`config.mk`:
```
export PLATFORM = sky130hd
export DESIGN_NAME = regfile_write_sequencer
export DESIGN_NICKNAME = d
export VERILOG_FILES = /design/src/rtl/regfile_write_sequencer.sv
export SDC_FILE = /design/constraint.sdc
export NUM_CORES = 1
export LEC_CHECK = 0
export CAP_MARGIN = 20
export CELL_PAD_IN_SITES_DETAIL_PLACEMENT = 0
export CELL_PAD_IN_SITES_GLOBAL_PLACEMENT = 1
export CORE_MARGIN = 1.5
export CORE_UTILIZATION = 28
export DETAILED_ROUTE_END_ITERATION = 8
export PLACE_DENSITY_LB_ADDON = 0.1
export SYNTH_ARGS = -nofsm -noshare
export SYNTH_HDL_FRONTEND = slang
export SYNTH_SLANG_ARGS = --single-unit
```
`constraint.sdc`:
```
create_clock -name clk -period 1.6 [get_ports clk]
set_input_delay 0.32 -clock clk [delete_from_list [all_inputs] [get_ports clk]]
set_output_delay 0.32 -clock clk [all_outputs]
set_load 0.1 [all_outputs]
```
`src/rtl/regfile_write_sequencer.sv`:
```
// rtl/regfile_write_sequencer.sv - write-port sequencer for GPR writeback and rm[0:1] exception save
//
// Purpose: arbitrates the single register-file write port between the MEM/WB
// writeback path and the exception-save sequence (PC -> rm[0], faulty address
// -> rm[1]), stalls writeback while a save runs, and counts exceptions taken.
//
// Ports:
//   clk, rst_n                     clock, asynchronous active-low reset
//   wb_valid, wb_rd, wb_data       writeback request
//   wb_ready                       writeback accepted this cycle (0 = stall)
//   exc_req, exc_pc, exc_addr      exception save request (level) and payload
//   exc_ack                        one-cycle pulse after both rm writes
//   rf_we, rf_waddr, rf_wdata      registered GPR write port
//   rm_we, rm_sel, rm_wdata        rm write port (sel 0 = PC, 1 = address)
//   busy                           save sequence in progress
//   exc_count                      saturating count of accepted exceptions
module regfile_write_sequencer #(
  parameter int DATA_W         = 32,
  parameter int ADDR_W         = 5,
  parameter int CNT_W          = 8,
  parameter bit ZERO_HARDWIRED = 1'b1
) (
  input  logic              clk,
  input  logic              rst_n,
  input  logic              wb_valid,
  input  logic [ADDR_W-1:0] wb_rd,
  input  logic [DATA_W-1:0] wb_data,
  output logic              wb_ready,
  input  logic              exc_req,
  input  logic [DATA_W-1:0] exc_pc,
  input  logic [DATA_W-1:0] exc_addr,
  output logic              exc_ack,
  output logic              rf_we,
  output logic [ADDR_W-1:0] rf_waddr,
  output logic [DATA_W-1:0] rf_wdata,
  output logic              rm_we,
  output logic              rm_sel,
  output logic [DATA_W-1:0] rm_wdata,
  output logic              busy,
  output logic [CNT_W-1:0]  exc_count
);

  localparam logic [1:0] IDLE      = 2'd0;
  localparam logic [1:0] SAVE_PC   = 2'd1;
  localparam logic [1:0] SAVE_ADDR = 2'd2;
  localparam logic [1:0] ACK       = 2'd3;

  logic [1:0]        state;
  logic [1:0]        state_nxt;
  logic [DATA_W-1:0] hold_pc;
  logic [DATA_W-1:0] hold_addr;
  logic              wb_accept;
  logic              exc_accept;
  logic              zero_dst;

  // Gated by rst_n so the handshake reads 0 while reset is held.
  assign wb_ready   = (state == IDLE) && rst_n;
  assign busy       = (state != IDLE);
  assign wb_accept  = wb_valid && wb_ready;
  assign exc_accept = (state == IDLE) && exc_req;
  assign zero_dst   = ZERO_HARDWIRED && (wb_rd == '0);

  // exc_req is only looked at in IDLE; the save runs to completion regardless.
  always_comb begin
    state_nxt = state;
    case (state)
      IDLE:      if (exc_req) state_nxt = SAVE_PC;
      SAVE_PC:   state_nxt = SAVE_ADDR;
      SAVE_ADDR: state_nxt = ACK;
      default:   state_nxt = IDLE;
    endcase
  end

  always_comb begin
    rm_we    = 1'b0;
    rm_sel   = 1'b0;
    rm_wdata = '0;
    exc_ack  = 1'b0;
    case (state)
      SAVE_PC: begin
        rm_we    = 1'b1;
        rm_wdata = hold_pc;
      end
      SAVE_ADDR: begin
        rm_we    = 1'b1;
        rm_sel   = 1'b1;
        rm_wdata = hold_addr;
      end
      ACK:     exc_ack = 1'b1;
      default: ;
    endcase
  end

  always_ff @(posedge clk or negedge rst_n) begin
    if (!rst_n) begin
      state     <= IDLE;
      hold_pc   <= '0;
      hold_addr <= '0;
      exc_count <= '0;
    end else begin
      state <= state_nxt;
      if (exc_accept) begin
        hold_pc   <= exc_pc;
        hold_addr <= exc_addr;
        if (exc_count != '1) exc_count <= exc_count + 1'b1;
      end
    end
  end

  // Writeback may be accepted in the same cycle an exception is taken: the
  // GPR write belongs to the older instruction and lands alongside rm[0].
  always_ff @(posedge clk or negedge rst_n) begin
    if (!rst_n) begin
      rf_we    <= 1'b0;
      rf_waddr <= '0;
      rf_wdata <= '0;
    end else begin
      rf_we <= wb_accept && !zero_dst;
      if (wb_accept) begin
        rf_waddr <= wb_rd;
        rf_wdata <= wb_data;
      end
    end
  end

endmodule

```
Word level (Yosys, flattened, before mapping)
Index checks and enable logic that the tools add are counted.

Register bits: 112. Bits in latches: 0. Memory bits (writable): 0. Memory bits (read-only): 0. Input port bits: 105. Word-level logic and storage cells: 29. Memories: 0.

$add $sub $neg: 1. Multiply operators: 0. Divide/modulo/power cells: 0. $lt $le $gt $ge: 0. Equal/unequal tests: 5. Shift-type cells: 0. Mux-type cells: 6. Bitwise logic cells: 0. Reductions and logical operators: 10.

Operators by type and width (count): 32-bit one-hot mux with 2 select lines (1); 8-bit by 1-bit adder with 8-bit output, second input constant (1); 8-bit inequality test, second input constant (1); 2-bit one-hot mux with 3 select lines (1); 5-bit zero test (1); 2-bit equality test, second input constant (2); 1-bit logical AND (4); 1-bit two-way mux (3); 2-bit by 1-bit equality test with 1-bit output, second input constant (1); 2-bit zero test (1); 2-bit two-way mux (1); 2-bit inequality test, second input constant (1); 2-bit AND reduction (1); 2-bit nonzero test (1); 2-bit OR reduction (1); 1-bit zero test (1).

Longest topological paths before layout
Gate-level depths: netlist of run 1.

Word-level depth: 4. Depth in mapped cells: 7.

Least setup slack after synthesis of run 1
OpenSTA, ideal clock, no wires.

Kind: reg2out. From: reg state[0]. To: out rm_wdata[0]. Arrival time: 3.181 ns. Required time: 1.280 ns. Setup slack: -1.901 ns. Stages on the path, launching flop included: 6. Cells stage by stage: dfrtp_1 inv_1 ha_1 clkbuf_1 a22oi_1 nor2b_1.

Cells in the longest elaborated chain, start to end: 2.

RTL lines: start, declared (RTL line 48) `logic [1:0] state;`; start signal, assigned (RTL line 101) `state <= state_nxt;`; 2-bit equality test / 2-bit by 1-bit equality test with 1-bit output (equally long branches) (RTL line 79) `case (state)`; 32-bit one-hot mux with 2 select lines (*) (RTL line 79); end, declared (RTL line 38) `output logic [DATA_W-1:0] rm_wdata,`.

Mark *: on every way between the ends. The rest lies on a longest branch, timed or not.

Worst setup path after layout of run 1
From: reg state[0]. To: out rm_wdata[30].

The elaborated chain is that of the path after synthesis.

==> results of run 1 <==
how the worst max path moves through the flow:
stage / cells past startpoint / startpoint / end
final: 6 / state[0]$_DFFE_PN0P_ / rm_wdata[30]
after global routing: 6 / state[0]$_DFFE_PN0P_ / rm_wdata[8]
after CTS: 6 / state[0]$_DFFE_PN0P_ / rm_wdata[11]
after detailed placement: 5 / state[0]$_DFFE_PN0P_ / rm_wdata[11]
after global placement: 5 / state[0]$_DFFE_PN0P_ / rm_wdata[11]
after floorplan: 4 / state[1]$_DFFE_PN0P_ / rm_wdata[0]
metrics by stage:
stage	std cells	TNS, ns
detailed placement	755	-21.45
CTS	789	-16.06
global route	805	-21.48
global placement	755	-20.24
floorplan	341	-19.74
finish	805	-15.78
worst max-delay path, delay by kind of cell (launching register included):
kind	cells	cell delay, ns
buffers and inverters	4	0.53
adders and majority gates	1	0.32
DFF	1	0.37
and+or+nand+nor	1	0.16
cell usage in the layout, fill, tap and decap left out, drive strengths merged:
master | synthesis | final
buf | 11 | 131
dfrtp | 112 | 112
clkdlybuf4s50 | 0 | 103
mux2 | 103 | 103
nor2b | 33 | 33
a22oi | 32 | 32
clkbuf | 9 | 18
ha | 6 | 6
and2 | 2 | 4
a21oi | 4 | 4
xnor2 | 4 | 4
nor2 | 4 | 4
nand2 | 4 | 4
nand3 | 4 | 4
clkinv | 0 | 3
o21ai | 3 | 3
inv | 3 | 2
clkinvlp | 0 | 2
nor3 | 1 | 1
and3 | 1 | 1
mux2i | 1 | 1
a22o | 1 | 1
a31oi | 1 | 1
o2111ai | 1 | 1
o31ai | 1 | 1
bufinv | 0 | 1
cells by family after synthesis:
| group | Yosys count |
|---|---|
| AOI/OAI and AO/OA | 43 |
| buffers and inverters | 23 |
| xor gates and xnor gates | 4 |
| adders and majority gates | 6 |
| muxes | 104 |
| DFF | 112 |
| and+or+nand+nor | 49 |
metal layers:
layer,GRT usage,vias to the layer above
met4,0.0538,0
met2,0.245,127
met5,0,-
met1,0.196,1845
li1,-,1690
met3,0.0676,10
sequential cells by signal, indices dropped and copies added, names as in the netlist:
signal	count
rf_waddr	5
hold_pc	32
rf_we	1
exc_count	8
rf_wdata	32
hold_addr	32
state	2
cell type report:
cell class | count | area [um^2]
clock inverter | 5 | 56.3
multi-input combinational | 208 | 2690
timing repair buffer | 241 | 3570
clock buffer | 11 | 243
tap | 225 | 282
sequential | 112 | 2830
inverter | 3 | 15.0
fill | 1407 | 7490
Yosys cell counts, drive strengths merged:
library cell and instances:
dfrtp 112, clkbuf 9, nand3 4, o2111ai 1
a31oi 1, a22oi 32, o31ai 1, inv 3
o21ai 3, and2 2, ha 6, xnor2 4
nor2b 33, buf 11, a21oi 4, and3 1
a22o 1, nor3 1, nor2 4, mux2 103
nand2 4, mux2i 1
repair_timing:
| action | 4_1_cts | 5_1_grt |
|---|---|---|
| resized for setup | 58 | 71 |
| buffers inserted | 13 | 5 |
| pin swaps | 7 | 3 |
| setup endpoints to repair | 92 | 135 |
| cloned | 6 | 11 |
==> results.cfg, run 1 <==
[floorplan]
die_x_um = 135
start_util = 0.284
dieArea_mm2 = 0.0183
io_pins = 188
die_h_um = 135
core_mm2 = 0.0172
rows = 48

[clock_network]
numCtsBuffers = 9
cts-htree-levels = 3
root_buffer = clkbuf_16
ctsHoldBuffers = 0
cts_buffer_depth = 2
cts_tree = done
clk_pin_slew_ns = 0.07
cts.sinks = 112
clk_latency_ns = 0.34

[critical_path]
critPathKind = reg -> out
worstPathCellList = inv_2, ha_4, buf_12, clkbuf_16, nor2b_4, buf_12
r2r-end = rf_wdata[17]$_DFFE_PN0P_
reg2reg_from = state[0]$_DFFE_PN0P_
cp_slowest_cell = dfrtp_1
cp_data_arrival_time_ns = 1.71
start_kind = flip-flop
crit_fanout = 6
crit_path_frequent_cell = buf_12
rrSetupSlack_ns = -0.08
max_stage_delay_ns = 0.37
r2r_cells = 7
worstPathRequired_ns = 1.28
end_kind = output pin

[routing]
top_layer = met4
routed_via_density = 4.56
met3_length_mm = 1.41
wirelength_mm = 15.2
wl_per_cell_um = 18.9
post-route-drc-count = 0
drt-met1-wl_mm = 6.34
drtIter0Drc = 153
drtPass1Iterations = 4
vias = 3672
antenna_left = 0
wl_met2_mm = 7.32

[global_route]
antenna_found_initial = 0
gr-usage-all-layers = 0.158
grt_pass1_wl_mm = 21.9
grt_pass1_vias = 3951
grt-ovfl-total = 0
grt_max_degree = 113

[final_layout]
post-route-util = 0.564
drive_gt1_frac = 0.598
final_net_count = 686
design_area_mm2 = 0.00968
diodes = 0
area_growth_pct = 98.2

[logic_synthesis]
syn_area_per_cell_um2 = 14.3
yosys-top-cells-area = dfrtp_1, mux2_2, mux2_4, a22oi_1, nor2b_1
synth_top_family_by_area = multiplexers
syn-cell-area_mm2 = 0.00489
synth_cell_types = 30
yosys-mux-area-fraction = 0.254
ys_warn_count = 0
ys_ff_latch = 112
yosys.area_share.xor_xnor = 0.00717
yosys.area_share.simple = 0.0594
netlist.top_cell.by_area = dfrtp_1
synth-compound-area-share = 0.0635
synthAdderAreaFrac = 0.0154
ys_seq_area_frac = 0.574
synth.top_cell.area_share = 0.574
synthCells = 341
syn_nets = 452

[run_status]
status = finished, violations left
violations = negative setup slack

[sta]
hold_slack_ns = 0.0860
fmax_mhz = 494
hold_viol = 0
min_period_ns = 2.03
slew_headroom = 0.597
finalWorstSetupSlack_ns = -0.426
tightest_slew_ns = 0.604
period_share = 1.27
skew_ns = 0.00392
setup_viol = 72
slew_viol_final = 0
rsz0062_at_grt = yes

[placement]
portBuffers = 187
gp_congestion = 0.699
placed_area_mm2 = 0.00833
dp_slack_ns = -0.282
dp_hpwl_mm = 9.13

[flow_run]
timing.max_cap.violations = 0

[hold_path]
min-delay-path-class = in -> async
Power of run 1 is left out: the tool's default activity adds up to more than one toggle a clock period on the data nets, which glitch-free logic cannot reach.
==> inputs of run 2 (changes only) <==
--- a/config.mk
+++ b/config.mk
@@ -12,6 +12,8 @@
 export CORE_UTILIZATION = 28
 export DETAILED_ROUTE_END_ITERATION = 8
 export PLACE_DENSITY_LB_ADDON = 0.1
+export SKIP_CTS_REPAIR_TIMING = 1
+export SLEW_MARGIN = 20
 export SYNTH_ARGS = -nofsm -noshare
 export SYNTH_HDL_FRONTEND = slang
 export SYNTH_SLANG_ARGS = --single-unit
==> run 2 against run 1 <==
The run still ends with negative setup slack left. Die area unchanged. Routed wire length decreased by 1.3%. Final area fell by 1.9%. Critical endpoint is now rm_wdata[20]. Highest routed layer unchanged.
==> results.cfg, run 2 (synthesized netlist as in run 1, its figures left out) <==
[routing]
wirelength_mm = 15.0
drtPass1Iterations = 4
routed_via_density = 4.57
vias = 3660
drtIter0Drc = 149
post-route-drc-count = 0
antenna_left = 0
wl_per_cell_um = 18.8

[critical_path]
critPathTopFamily = flip-flops
max_stage_delay_ns = 0.43
crit_fanout = 9
cp_slowest_cell = dfrtp_2
worstPathRequired_ns = 1.28
end_kind = output pin
worstPathCellList = inv_4, ha_4, buf_12, a22oi_1, nor2b_4, buf_12
start_kind = flip-flop
cp_data_arrival_time_ns = 1.72
cp.buffers_inverters = 3
crit_path_frequent_cell = buf_12
critPathKind = reg -> out

[floorplan]
die_h_um = 135
die_x_um = 135
io_pins = 188
dieArea_mm2 = 0.0183
core_mm2 = 0.0172
start_util = 0.284
rows = 48

[sta]
hold_slack_ns = 0.0835
finalWorstSetupSlack_ns = -0.437
slew_viol_final = 0
tns_ns = -18.65
hold_viol = 0
skew_ns = 0.00794
tightest_slew_ns = 0.608
min_period_ns = 2.04
setup_viol = 106
rsz0062_at_grt = yes
slew_headroom = 0.595
fmax_mhz = 491
period_share = 1.27

[run_status]
status = finished, violations left
violations = negative setup slack

[global_route]
grt_pass1_vias = 3772
grt_max_degree = 113
grt_pass1_wl_mm = 20.4
antenna_found_initial = 0
grt-ovfl-total = 0
gr-usage-all-layers = 0.146

[clock_network]
cts.sinks = 112
clk_latency_ns = 0.35
cts_tree = done
clk_pin_slew_ns = 0.07
cts-htree-levels = 3
numCtsBuffers = 9
root_buffer = clkbuf_16
cts_buffer_depth = 2

[final_layout]
drive_gt1_frac = 0.589
final_cell_mix = clkdlybuf4s50_1, dfrtp_1, buf_12
final_common_cell = clkdlybuf4s50_1
final_net_count = 682
top_regs = hold_addr x32, hold_pc x32, rf_wdata x32
area_growth_pct = 94.4
diodes = 0

[flow_run]
timing.max_cap.violations = 0

[placement]
portBuffers = 187
dp_hpwl_mm = 9.13
gp_congestion = 0.699

[hold_path]
min-delay-path-class = in -> async
## run 2: worst register-to-register path, delay by kind of cell (launching register included)
kind,cells,cell delay [ns]
flops,1,0.45
fa+ha+maj,1,0.17
simple gates,2,0.31
mux,1,0.29
buf+inv,3,0.37
## run 2: layout make-up
type                            count  area [um^2]
Tap cell                          225          282
Multi-Input combinational cell    207         2590
Fill cell                        1423         7680
Inverter                            3         20.0
Clock buffer                       11          243
Sequential cell                   112         2830
Clock inverter                      5         56.3
Timing Repair Buffer              238         3480
## run 2: worst paths after layout
path,from,end,slack (ns),cells past startpoint
setup / recovery,state[0]$_DFFE_PN0P_,rm_wdata[20],-0.44,6
hold / removal,rst_n,hold_addr[1]$_DFFE_PN0P_,0.08,2
setup reg to reg,state[1]$_DFFE_PN0P_,rf_wdata[26]$_DFFE_PN0P_,-0.10,7
hold reg to reg,hold_addr[16]$_DFFE_PN0P_,hold_addr[16]$_DFFE_PN0P_,0.51,1
max in group asynchronous,rst_n,exc_count[0]$_DFFE_PN0P_,1.05,2
min in group clk,hold_addr[16]$_DFFE_PN0P_,hold_addr[16]$_DFFE_PN0P_,0.51,1
## run 2: metal layers
metal  GRT usage  vias up  wire [um]
li1            -     1684          -
met2       0.215      138       7170
met5           0        -          0
met3      0.0661       12       1420
met1       0.187     1826       6260
met4      0.0538        0        172
## run 2: per-stage QoR
stage	instances	setup WS (ns)	utilization	instance area, um^2
5_1_grt	801	-0.500	0.553	9500
4_1_cts	771	-0.672	0.502	8630
3_5_place_dp	755	-0.282	0.485	8330
3_3_place_gp	755	-0.252	0.485	8330
2_1_floorplan	341	-0.461	-	5290
6_report	801	-0.437	0.553	9500
Power of run 2 is left out for the same reason.
==> inputs of run 3 (changes only) <==
--- a/config.mk
+++ b/config.mk
@@ -11,9 +11,11 @@
 export CORE_MARGIN = 1.5
 export CORE_UTILIZATION = 28
 export DETAILED_ROUTE_END_ITERATION = 8
+export DONT_BUFFER_PORTS = 1
 export PLACE_DENSITY_LB_ADDON = 0.1
 export SKIP_CTS_REPAIR_TIMING = 1
 export SLEW_MARGIN = 20
 export SYNTH_ARGS = -nofsm -noshare
 export SYNTH_HDL_FRONTEND = slang
 export SYNTH_SLANG_ARGS = --single-unit
+export TNS_END_PERCENT = 100
==> run 3 against run 2 <==
Routed wire length fell by 11%. Final cell count fell by 15%. Global-route usage fell by 1.3 points. Final area fell by 21%. Via count fell by 13%. Worst setup slack got worse by 0.027 ns. First-iteration DRC count fell by 65%. The run ends with negative hold slack, negative setup slack left. Critical path depth did not move. Worst hold slack got worse by 0.43 ns. Register-to-register slack got worse by 0.02 ns.
==> results.cfg, run 3 (synthesized netlist as in run 1, its figures left out) <==
[critical_path]
r2r_cells = 6
cp_slowest_cell = dfrtp_2
critPathKind = reg -> out
max_stage_delay_ns = 0.46
worstPathCellList = inv_4, ha_4, clkbuf_16, a22oi_2, nor2b_4, buf_12
start_kind = flip-flop
r2r-end = exc_count[1]$_DFFE_PN0P_
worstPathRequired_ns = 1.28
cp_data_arrival_time_ns = 1.74
end_kind = output pin
rrSetupSlack_ns = -0.12
reg2reg_from = state[1]$_DFFE_PN0P_
crit_fanout = 6

[final_layout]
final_cell_mix = dfrtp_1, mux2_2, buf_4
top_regs = hold_addr x32, hold_pc x32, rf_wdata x32
fin_cells = 680
area_growth_pct = 53.1
final_common_cell = dfrtp_1
drive_gt1_frac = 0.708
final_net_count = 558
n_fill_cell = 1607
design_area_mm2 = 0.00748

[sta]
slew_viol_final = 0
tightest_slew_ns = 0.314
tns_ns = -19.07
hold_slack_ns = -0.345
hold_viol = 112
skew_ns = 0.00846
fmax_mhz = 484
rsz0062_at_grt = yes
min_period_ns = 2.06
finalWorstSetupSlack_ns = -0.464
setup_viol = 99
period_share = 1.29
slew_headroom = 0.791

[routing]
vias = 3181
post-route-drc-count = 0
wirelength_mm = 13.4
antenna_left = 0
drtPass1Iterations = 4
drtIter0Drc = 52
routed_via_density = 4.68
wl_per_cell_um = 19.7

[global_route]
grt_pass1_vias = 3459
gr-usage-all-layers = 0.132
grt-ovfl-total = 0
antenna_found_initial = 2
grt_max_degree = 114
grt_pass1_wl_mm = 18.4

[floorplan]
die_x_um = 135
start_util = 0.284
core_mm2 = 0.0172
die_h_um = 135
rows = 48
io_pins = 188
dieArea_mm2 = 0.0183

[clock_network]
cts_buffer_depth = 2
clk_pin_slew_ns = 0.08
numCtsBuffers = 9
root_buffer = clkbuf_16
clk_latency_ns = 0.36
cts_tree = done
cts.sinks = 112
cts-htree-levels = 3

[run_status]
status = finished, violations left
violations = negative hold slack, negative setup slack

[flow_run]
timing.max_cap.violations = 0

[placement]
portBuffers = 0
gp_congestion = 0.709
placed_area_mm2 = 0.00665
place_inst = 646
dp_hpwl_mm = 7.99

[hold_path]
min-delay-path-class = in -> async
## run 3: cell types whose count changed in the layout (fill, tap and decap cells not counted), moves of 2 or more
cell	previous run	this run
a22oi_2	29	32
mux2_2	39	83
buf_6	11	5
a22oi_1	3	0
buf_8	3	0
clkdlybuf4s50_1	103	0
clkbuf_16	20	17
buf_12	94	48
buf_4	16	53
mux2_4	64	19
diode_2	0	3
inv_6	0	2
## run 3: layer usage
| layer | share of wire | global-route usage | up-vias | wire (um) |
|---|---|---|---|---|
| met1 | 0.42 | 0.162 | 1602 | 5640 |
| met4 | 0.0078 | 0.0323 | 0 | 104 |
| met5 | 0 | 0 | - | 0 |
| met3 | 0.092 | 0.0687 | 6 | 1230 |
| li1 | - | - | 1434 | - |
| met2 | 0.48 | 0.207 | 139 | 6390 |
## run 3: worst max-delay path: cells and delay by family, from the launching register on
family	cells	cell delay, ns
flops	1	0.46
buf+inv	3	0.46
compound gates	1	0.09
simple gates	1	0.14
fa+ha+maj	1	0.23
## run 3: area by class of cell
cell class / count / area, um^2 / share of cell area
sequential: 112 / 2830 / 0.378
multi-input combinational: 207 / 2430 / 0.325
timing repair buffer: 114 / 1620 / 0.216
tap: 225 / 282 / 0.0376
clock buffer: 9 / 225 / 0.0301
clock inverter: 7 / 77.6 / 0.0104
inverter: 3 / 17.5 / 0.00234
antenna: 3 / 7.51 / 0.00100
## run 3: stage by stage
stage / worst slack (ns) / utilization
floorplan: -0.461 / -
global placement: -0.136 / 0.387
detailed placement: -0.149 / 0.387
CTS: -0.558 / 0.405
global route: -0.555 / 0.435
finish: -0.464 / 0.436
## run 3: worst max-delay path by stage
stage	startpoint	endpoint	cells after the start
global route	state[0]$_DFFE_PN0P_	rm_wdata[25]	6
CTS	state[1]$_DFFE_PN0P_	rm_wdata[1]	6
finish	state[0]$_DFFE_PN0P_	rm_wdata[25]	6
detailed placement	state[1]$_DFFE_PN0P_	rm_wdata[1]	6
floorplan	state[1]$_DFFE_PN0P_	rm_wdata[0]	4
global placement	state[1]$_DFFE_PN0P_	rm_wdata[29]	6
Power of run 3 is left out for the same reason.
==> patch: new RTL, flow settings as in run 1 <==
Set the parameter `DATA_W` to 64 (it was 32).
--- a/src/rtl/regfile_write_sequencer.sv
+++ b/src/rtl/regfile_write_sequencer.sv
@@ -15,7 +15,7 @@
 //   busy                           save sequence in progress
 //   exc_count                      saturating count of accepted exceptions
 module regfile_write_sequencer #(
-  parameter int DATA_W         = 32,
+  parameter int DATA_W         = 64,
   parameter int ADDR_W         = 5,
   parameter int CNT_W          = 8,
   parameter bit ZERO_HARDWIRED = 1'b1
Ports: changed (5 resized); port bits go from 188 to 348. The function was not compared with the original's and may differ.
==> patch against run 1 <==
- the run still ends with setup timing left
- design area up 90%
- area after synthesis up 83%
- first-iteration DRC count up 100%
- sequential cell count up 96
- critical path depth up 1
- fmax down 12%
- die area up 81%
- routed wire length up 130%
- setup slack worse by 0.29 ns
- largest cell class unchanged
- critical path type unchanged
Power is not shown: default switching activity piles up to over one toggle a cycle in this logic, so the estimate is an artifact.
==> patch: results (changes against run 1) <==
grt_max_degree: 121  # +7.1%
slowest_delay_ns: 0.40  # +0.03 ns
via_per_inst: 4.61  # +1.1%
dr.first_iter.drc_count: 306  # +100%
clk_path_buf_depth: 3  # +1
synth_cell_type_count: 29  # -3.3%
route.met3.wl_mm: 2.95  # +110%
dp.final_hpwl_mm: 21.2  # +130%
arrival_ns: 2.00  # +0.29 ns
finalSetupViolCount: 242  # +240%
drive_gt1_share_pct: 51.7  # -8.1 points
grt_pass1_vias: 7901  # +100%
h-tree-depth: 1  # -2
syn_nets: 1097  # +140%
crit_fanout: 5  # -1
top_layer: "met5"
yosysSeqAreaShare_pct: 58.1  # +0.78 points
synth_common_cells: "nand2_1 (388), dfrtp_1 (208), mux2_2 (66), nor2b_1 (65), a22oi_1 (64)"
clk_latency_ns: 0.53  # +0.19 ns
status: "finished, violations left"
setup_ws_ns: -0.715  # -0.289 ns
synth_xor_area_share_pct: 0.391  # -0.33 points
violations: "setup timing"
reg_top3: "hold_addr (64), hold_pc (64), rf_wdata (64)"
gp_congestion: 0.785  # +12%
antenna_found_initial: 1  # +1
hold_class: "in2reg"
grtUsageTotal_pct: 18.3  # +2.5 points
cts_made_buffers: 25  # +16
worstMarginPinSlew_ns: 0.794  # +0.190 ns
[patch: changes by cell type after synthesis, moves of 10 or more]
| cell | change |
|---|---|
| nand2_1 | +385 |
| dfrtp_1 | +96 |
| a22oi_1 | +32 |
| nor2b_1 | +32 |
| buf_2 | +22 |
| mux2_2 | -17 |
| mux2_4 | -15 |
| clkbuf_1 | +10 |
[patch: worst paths after layout]
kind	start	end	slack, ns
max	state[0]	rm_wdata[19]	-0.72
min	exc_pc[5]	hold_pc[5]	0.33
max reg2reg	state[1]	rf_wdata[6]	-0.17
min reg2reg	hold_addr[34]	hold_addr[34]	0.48
max in group asynchronous	rst_n	hold_pc[12]	0.31
min in group asynchronous	rst_n	hold_addr[58]	0.61
[patch: worst min-delay path: stages]
cell	delay (ns)
clkdlybuf4s50_1	0.39
nand2_1	0.05
nand2_1	0.04
[patch: kinds of logic after synthesis]
logic type | Yosys count
AND/OR/NAND/NOR | 466
flip-flops | 208
AO/OA/AOI/OAI | 74
buffers and inverters | 60
adder cells (fa/ha/maj) | 6
XOR/XNOR | 4
multiplexers | 72
[patch: layout make-up]
class,instances,area share [%]
Clock buffer,37,3.86
Inverter,3,0.0951
Tap cell,402,2.73
Timing Repair Buffer,449,36.8
Clock inverter,9,0.808
Sequential cell,208,28.4
Multi-Input combinational cell,623,27.3
[patch: stage by stage]
step | setup slack (ns) | hold WS (ns) | cell area (µm²) | std cells | util (%)
CTS | -0.748 | 0.285 | 16400 | 1684 | 52.0
global placement | -0.200 | 0.457 | 15000 | 1622 | 47.8
floorplan | -0.926 | 0.0244 | 9450 | 890 | -
detailed placement | -0.213 | 0.458 | 15000 | 1622 | 47.8
finish | -0.715 | 0.330 | 18400 | 1731 | 58.5
global route | -0.801 | 0.317 | 18400 | 1731 | 58.5
[patch: routing by layer]
| metal | up-vias | global-route usage (%) |
|---|---|---|
| met5 | - | 0 |
| met4 | 2 | 3.87 |
| met3 | 54 | 6.56 |
| met2 | 296 | 29.8 |
| met1 | 3899 | 23.3 |
| li1 | 3734 | - |
[patch: timing repair]
action / CTS / global route
gates resized for setup: 46 / 341
setup endpoints to repair: 90 / 269
cloned: 6 / 32
pin swaps: 1 / 195
endpoints found under the hold margin: 193 / 0
buffers inserted: 9 / 21
hold buffers: 1 / 0
